**src/rtl/control_pos_memoria_rr_if.sv**
```systemverilog
// Bus between the memory-bus window mux controller and the requesting windows.
// master: request side; slave: the round-robin position controller.
interface control_pos_memoria_rr_if #(
    parameter int unsigned N_VENTANAS = 4,
    parameter int unsigned ANCHO_POS  = 2
);
    logic [N_VENTANAS-1:0] solicitud;
    logic [ANCHO_POS-1:0]  posicion;
    logic                  habilitar_cambio;
    logic [N_VENTANAS-1:0] concesion;
    logic                  ocupado;

    modport master (
        output solicitud,
        input  posicion, habilitar_cambio, concesion, ocupado
    );

    modport slave (
        input  solicitud,
        output posicion, habilitar_cambio, concesion, ocupado
    );
endinterface

```
**src/rtl/control_pos_memoria_rr.sv**
```systemverilog
// Round-robin arbiter that selects which window drives the shared memory bus.
// The controller holds a one-cycle mux switch (CAMBIO), then a bounded grant (ACCESO).
module control_pos_memoria_rr #(
    parameter int unsigned N_VENTANAS    = 4,
    parameter int unsigned ANCHO_POS     = 2,
    parameter int unsigned CICLOS_ACCESO = 4
) (
    input logic                    clk,
    input logic                    reset,
    control_pos_memoria_rr_if.slave bus
);
    localparam int unsigned ANCHO_CNT = 8;
    localparam logic [ANCHO_CNT-1:0] CNT_FIN = ANCHO_CNT'(CICLOS_ACCESO - 1);
    localparam logic [ANCHO_POS-1:0] ULTIMO_RST = ANCHO_POS'(N_VENTANAS - 1);

    typedef enum logic [1:0] {
        LIBRE  = 2'd0,
        CAMBIO = 2'd1,
        ACCESO = 2'd2
    } estado_t;

    estado_t               estado, estado_sig;
    logic [ANCHO_POS-1:0]  posicion, posicion_sig;
    logic [ANCHO_POS-1:0]  ultimo, ultimo_sig;
    logic [ANCHO_CNT-1:0]  contador, contador_sig;
    logic                  habilitar_cambio, habilitar_sig;
    logic                  ocupado, ocupado_sig;
    logic [N_VENTANAS-1:0] concesion, concesion_sig;
    logic [ANCHO_POS-1:0]  ganador, gan_alto, gan_bajo;
    logic                  hay_alto, hay_bajo;

    // Round-robin pick: lowest requester above ultimo, else lowest at or below it
    always_comb begin
        gan_alto = '0;
        gan_bajo = '0;
        hay_alto = 1'b0;
        hay_bajo = 1'b0;
        for (int unsigned j = 0; j < N_VENTANAS; j++) begin
            if (bus.solicitud[j]) begin
                if (ANCHO_POS'(j) > ultimo) begin
                    if (!hay_alto) begin
                        gan_alto = ANCHO_POS'(j);
                        hay_alto = 1'b1;
                    end
                end else if (!hay_bajo) begin
                    gan_bajo = ANCHO_POS'(j);
                    hay_bajo = 1'b1;
                end
            end
        end
        ganador = hay_alto ? gan_alto : gan_bajo;
    end

    // State and registered outputs
    always_ff @(posedge clk or posedge reset) begin
        if (reset) begin
            estado           <= LIBRE;
            posicion         <= '0;
            ultimo           <= ULTIMO_RST;
            contador         <= '0;
            habilitar_cambio <= 1'b0;
            ocupado          <= 1'b0;
            concesion        <= '0;
        end else begin
            estado           <= estado_sig;
            posicion         <= posicion_sig;
            ultimo           <= ultimo_sig;
            contador         <= contador_sig;
            habilitar_cambio <= habilitar_sig;
            ocupado          <= ocupado_sig;
            concesion        <= concesion_sig;
        end
    end

    // Next state; posicion only reloads on the way into CAMBIO
    always_comb begin
        estado_sig   = estado;
        posicion_sig = posicion;
        ultimo_sig   = ultimo;
        contador_sig = contador;
        case (estado)
            LIBRE: begin
                if (|bus.solicitud) begin
                    posicion_sig = ganador;
                    estado_sig   = CAMBIO;
                end
            end
            CAMBIO: begin
                estado_sig   = ACCESO;
                contador_sig = '0;
                ultimo_sig   = posicion;
            end
            ACCESO: begin
                contador_sig = contador + ANCHO_CNT'(1);
                if ((contador == CNT_FIN) || !bus.solicitud[posicion]) begin
                    if (|bus.solicitud) begin
                        posicion_sig = ganador;
                        estado_sig   = CAMBIO;
                    end else begin
                        estado_sig = LIBRE;
                    end
                end
            end
            default: estado_sig = LIBRE;
        endcase
    end

    // Moore outputs decoded from the next state so they register alongside it
    always_comb begin
        habilitar_sig = (estado_sig == CAMBIO);
        ocupado_sig   = (estado_sig != LIBRE);
        concesion_sig = '0;
        if (estado_sig == ACCESO) begin
            concesion_sig = N_VENTANAS'(1) << posicion_sig;
        end
    end

    assign bus.posicion         = posicion;
    assign bus.habilitar_cambio = habilitar_cambio;
    assign bus.ocupado          = ocupado;
    assign bus.concesion        = concesion;
endmodule

```
**src/flat_wrapper.sv**
```systemverilog
// flat-port wrapper written by rule: the top's interface ports become plain ports
module control_pos_memoria_rr_flat 
#(
    parameter int unsigned N_VENTANAS    = 4,
    parameter int unsigned ANCHO_POS     = 2,
    parameter int unsigned CICLOS_ACCESO = 4
)
  (clk, reset, bus_solicitud, bus_posicion, bus_habilitar_cambio, bus_concesion, bus_ocupado);
  control_pos_memoria_rr_if #(.N_VENTANAS(N_VENTANAS), .ANCHO_POS(ANCHO_POS)) bus_i ();
  input logic clk;
  input logic reset;
  input wire logic [$bits(bus_i.solicitud)-1:0] bus_solicitud;
  output wire logic [$bits(bus_i.posicion)-1:0] bus_posicion;
  output wire logic [$bits(bus_i.habilitar_cambio)-1:0] bus_habilitar_cambio;
  output wire logic [$bits(bus_i.concesion)-1:0] bus_concesion;
  output wire logic [$bits(bus_i.ocupado)-1:0] bus_ocupado;
  assign bus_i.solicitud = bus_solicitud;
  assign bus_posicion = bus_i.posicion;
  assign bus_habilitar_cambio = bus_i.habilitar_cambio;
  assign bus_concesion = bus_i.concesion;
  assign bus_ocupado = bus_i.ocupado;
  control_pos_memoria_rr #(.N_VENTANAS(N_VENTANAS), .ANCHO_POS(ANCHO_POS), .CICLOS_ACCESO(CICLOS_ACCESO)) u_core (.clk(clk), .reset(reset), .bus(bus_i));
endmodule
```
**config.mk**
```make
export PLATFORM = sky130hd
export DESIGN_NAME = control_pos_memoria_rr_flat
export DESIGN_NICKNAME = d
export VERILOG_FILES = /design/src/rtl/control_pos_memoria_rr_if.sv /design/src/rtl/control_pos_memoria_rr.sv /design/src/flat_wrapper.sv
export SDC_FILE = /design/constraint.sdc
export NUM_CORES = 1
export LEC_CHECK = 0
export CORE_MARGIN = 2
export CORE_UTILIZATION = 54
export CTS_CLUSTER_SIZE = 40
export DETAILED_ROUTE_END_ITERATION = 16
export GPL_TIMING_DRIVEN = 0
export HOLD_SLACK_MARGIN = 0.06
export PLACE_DENSITY = 0.78
export SLEW_MARGIN = 10
export SYNTH_ARGS = -nofsm -noshare
export SYNTH_HDL_FRONTEND = slang
export SYNTH_SLANG_ARGS = --single-unit
```
**constraint.sdc**
```tcl
create_clock -name clk -period 2.38 [get_ports clk]
set_input_delay 0.595 -clock clk [delete_from_list [all_inputs] [get_ports clk]]
set_output_delay 0.595 -clock clk [all_outputs]
set_load 0.005 [all_outputs]
```
==> run summary <==
Number of diodes: 0. Commonest register cell after synthesis: sky130_fd_sc_hd__dfrtp_1. The overall fraction of global-route tracks in use came out at 0.206. The run gives 0.527 ns as the tightest hold margin. The synthesized netlist occupies a cell area of 1180 sq um. The total number of H-tree levels is 1. The worst setup path is of the reg2reg kind. Summed over all failing endpoints, the final setup total negative slack is 0 ns. For the net count after synthesis, the log shows 127. The floorplan has 16 rows. The tools report the number of hold violations in the final report as 0. The fraction of the cycle the final worst path needs came out at 0.846. The routed wirelength normalized by instance count came out at 14.6 um.

The minimum clock period after layout is 2.01 ns. The pin slew with the least headroom to its limit was 0.744 ns; the share of the core filled with cells in the final layout was 0.696. The synthesized design contains 20 register bits. After clock tree synthesis, the repair step resized 0 gates.

Prior to clock tree synthesis, the placed netlist has a worst setup slack of 0.0324 ns. The analysis attributes to cell leakage a power of 0.596 nW. The layout net count came out at 145.

The area of the core is 2000 sq um. The effective utilization at floorplan was 0.587. The logs give 0 for the number of setup buffers added after CTS and 0.366 ns for the final worst setup slack. Via count of the first global-routing pass: 944. The run gives 0 as the number of synthesis warnings. After clock tree synthesis, the flow added hold-fix buffers numbering 0. The clock sink total is 20, and the area growth from synthesis to layout is 18.4%. The chip width is 50.7 um. The HPWL after detailed placement is 1710 um. 14 I/O pins were placed.

TritonCTS built the clock tree. The die covers 2570 sq um. For the relative slew slack, the log shows 0.503. The first global-routing pass estimated 4060 um of wire. Clock latency on the worst-skew pair, taken at its later pin, is 0.31 ns. For the number of maximum-capacitance constraint violations, the log shows 0. For the worst setup path, the data required time is 2.59 ns. The final clock skew is 0.00787 ns.

The layout has 149 filler cells. Along the worst path, the maximum fanout reaches 10. In this run the clock root is driven by a sky130_fd_sc_hd__clkbuf_4.

For the number of max-slew violations in the final report, the log shows 0. The share of flip-flops with an asynchronous set or reset works out to 1.00. The tools report the first-pass iteration count of the detailed router as 4. Clock tree synthesis inserted a total of 3 buffers. Of all cell types, the one taking the most synthesized area is sky130_fd_sc_hd__dfrtp_1. For the gate count after technology mapping, the log shows 116. For the number of nets still failing antenna checks after routing, the log shows 0. Setup repair after global routing left no endpoint under its margin. The chip height was 50.7 um. The synthesized area divided by synthesized cell count works out to 10.1 sq um. The number of enable-type register cells in the synthesized netlist was 0; the sum of routed wire length over all layers was 2330 um. Synthesis instantiated 41 different standard cells from the library. Number of antenna violations at the first check in global routing: 0. Power spread over the standard cell area amounts to 1180 nW/um^2.

At the end of routability-driven placement, the weighted congestion stood at 0.855. Ranked by total cell area, the synthesized netlist is headed by sky130_fd_sc_hd__dfrtp_1 (38%), sky130_fd_sc_hd__ha_1 (5.3%), sky130_fd_sc_hd__dfstp_2 (4.5%). Proportion of layout cells with a drive suffix above 1: 0.135. Count of vias placed by the detailed router: 921. Fraction of post-synthesis cell area in the top cell type by area: 0.383.

After clock tree synthesis, the clock-pin slew on the worst setup and hold paths is 0.12 ns. After detailed routing, the number of remaining DRC violations is 0. The final number of setup-violating endpoints was 0. The quantity of I/O buffers inserted on ports is 13.

Kind of start point of the critical path: a register. Data arrives at the worst endpoint at 2.22 ns. The worst-case IR drop observed on VDD is 689 uV.

For the maximum number of pins on one net before global-route repair, the log shows 21. Static timing analysis puts the maximum clock frequency at 0.497 GHz. The longest clock path from root to sink contains 2 buffers.

The run gives 0.428 as the sequential area share after synthesis. The worst setup path is captured at a register. The first routing iteration left 25 violations.

Detailed-route vias per instance: 5.76. The worst min-delay path class is reg2reg. The run finished with clean final reports. Summed over all layers, the global routing overflow is 0.
-- cell type report --
cell class | count | area [sq um] | area share
buffer | 3 | 12.5 | 0.00898
clock buffer | 3 | 22.5 | 0.0162
clock inverter | 1 | 30.0 | 0.0216
inverter | 10 | 37.5 | 0.0270
multi-input combinational | 83 | 623 | 0.447
sequential | 20 | 503 | 0.361
tap | 27 | 33.8 | 0.0243
timing repair buffer | 13 | 130 | 0.0934
-- where the power goes --
part / switching [mW] / total (mW) / internal [mW]
clock: 0.112 / 0.282 / 0.170
sequential: 0.0911 / 0.545 / 0.454
combinational: 0.436 / 0.817 / 0.381
total: 0.639 / 1.64 / 1.00
-- cell usage after synthesis (2+ instances only) --
master and number:
sky130_fd_sc_hd__a21oi_1 5, sky130_fd_sc_hd__a21o_1 2, sky130_fd_sc_hd__xnor2_1 2, sky130_fd_sc_hd__nor2_1 7
sky130_fd_sc_hd__nor3b_2 2, sky130_fd_sc_hd__ha_1 5, sky130_fd_sc_hd__nor2b_1 3, sky130_fd_sc_hd__o21ai_0 5
sky130_fd_sc_hd__mux2_2 2, sky130_fd_sc_hd__o22ai_1 3, sky130_fd_sc_hd__dfrtp_1 18, sky130_fd_sc_hd__mux2i_1 3
sky130_fd_sc_hd__nand2b_1 4, sky130_fd_sc_hd__nor3_1 2, sky130_fd_sc_hd__dfstp_2 2, sky130_fd_sc_hd__clkbuf_1 2
sky130_fd_sc_hd__nand3_1 6, sky130_fd_sc_hd__and3_1 3, sky130_fd_sc_hd__nand2_1 9, sky130_fd_sc_hd__inv_1 10
-- per-layer routing --
metal / share of wire / track usage / vias up
met3: 0.028 / 0.0298 / 3
li1: - / - / 449
met2: 0.47 / 0.353 / 14
met4: 0.0082 / 0.0405 / 0
met5: 0 / 0 / -
met1: 0.49 / 0.279 / 455
-- final timing paths --
kind | slack, ns | to | cells past startpoint | from
worst max-delay path | 0.37 | u_core.contador[7]$_DFFE_PP0P_ | 8 | u_core.estado[1]$_DFF_PP0_
worst min-delay path | 0.53 | u_core.contador[0]$_DFFE_PP0P_ | 1 | u_core.contador[0]$_DFFE_PP0P_
worst max register to register | 0.37 | u_core.contador[7]$_DFFE_PP0P_ | 8 | u_core.estado[1]$_DFF_PP0_
worst min register to register | 0.53 | u_core.contador[0]$_DFFE_PP0P_ | 1 | u_core.contador[0]$_DFFE_PP0P_
max in group asynchronous | 1.22 | u_core.bus.habilitar_cambio$_DFF_PP0_ | 2 | reset
min in group asynchronous | 0.69 | u_core.bus.concesion[1]$_DFF_PP0_ | 2 | reset
-- through the flow --
step	total power [mW]	instance area, sq um	std cells
2_1_floorplan	1.10	1180	116
6_report	1.64	1390	160
3_3_place_gp	1.33	1340	156
3_5_place_dp	1.36	1340	156
5_1_grt	1.77	1390	160
4_1_cts	1.65	1390	160
-- cells in the final DEF (no fill, tap or decap), drive strengths merged, types with 2 or more instances in the layout --
| cell type | n |
|---|---|
| dfrtp | 18 |
| clkdlybuf4s50 | 13 |
| inv | 10 |
| nand2 | 9 |
| nor2 | 7 |
| nand3 | 6 |
| o21ai | 5 |
| a21oi | 5 |
| ha | 5 |
| clkbuf | 5 |
| nand2b | 4 |
| nor2b | 3 |
| o22ai | 3 |
| mux2i | 3 |
| and3 | 3 |
| nor3 | 3 |
| nor3b | 3 |
| mux2 | 3 |
| xnor2 | 2 |
| a21o | 2 |
| dfstp | 2 |
-- cells by family (layout without fill, tap and decap cells) --
kind of cell             count (synthesis)  after routing  synth area share
flip-flops                              20             20             0.428
XOR/XNOR                                 3              3            0.0223
AO/OA/AOI/OAI                           26             26             0.172
adder cells (fa/ha/maj)                  5              5            0.0532
buffers and inverters                   13             30            0.0426
AND/OR/NAND/NOR                         43             43             0.224
multiplexers                             6              6            0.0574
-- sequential cells by signal, summed over array words and instances, names as in the netlist --
name,flops
u_core.bus.concesion,4
u_core.bus.habilitar_cambio,1
u_core.bus.ocupado,1
u_core.bus.posicion,2
u_core.contador,8
u_core.estado,2
u_core.ultimo,2
-- worst max-delay path: stages, from the launching register on --
cell and delay (ns):
sky130_fd_sc_hd__dfrtp_1 0.45, sky130_fd_sc_hd__inv_1 0.11, sky130_fd_sc_hd__ha_1 0.28, sky130_fd_sc_hd__clkbuf_1 0.31
sky130_fd_sc_hd__nand4_1 0.21, sky130_fd_sc_hd__nor2_1 0.20, sky130_fd_sc_hd__and3_1 0.19, sky130_fd_sc_hd__xnor2_1 0.11
sky130_fd_sc_hd__nor2_1 0.06
(Power assumes the default switching activity.)
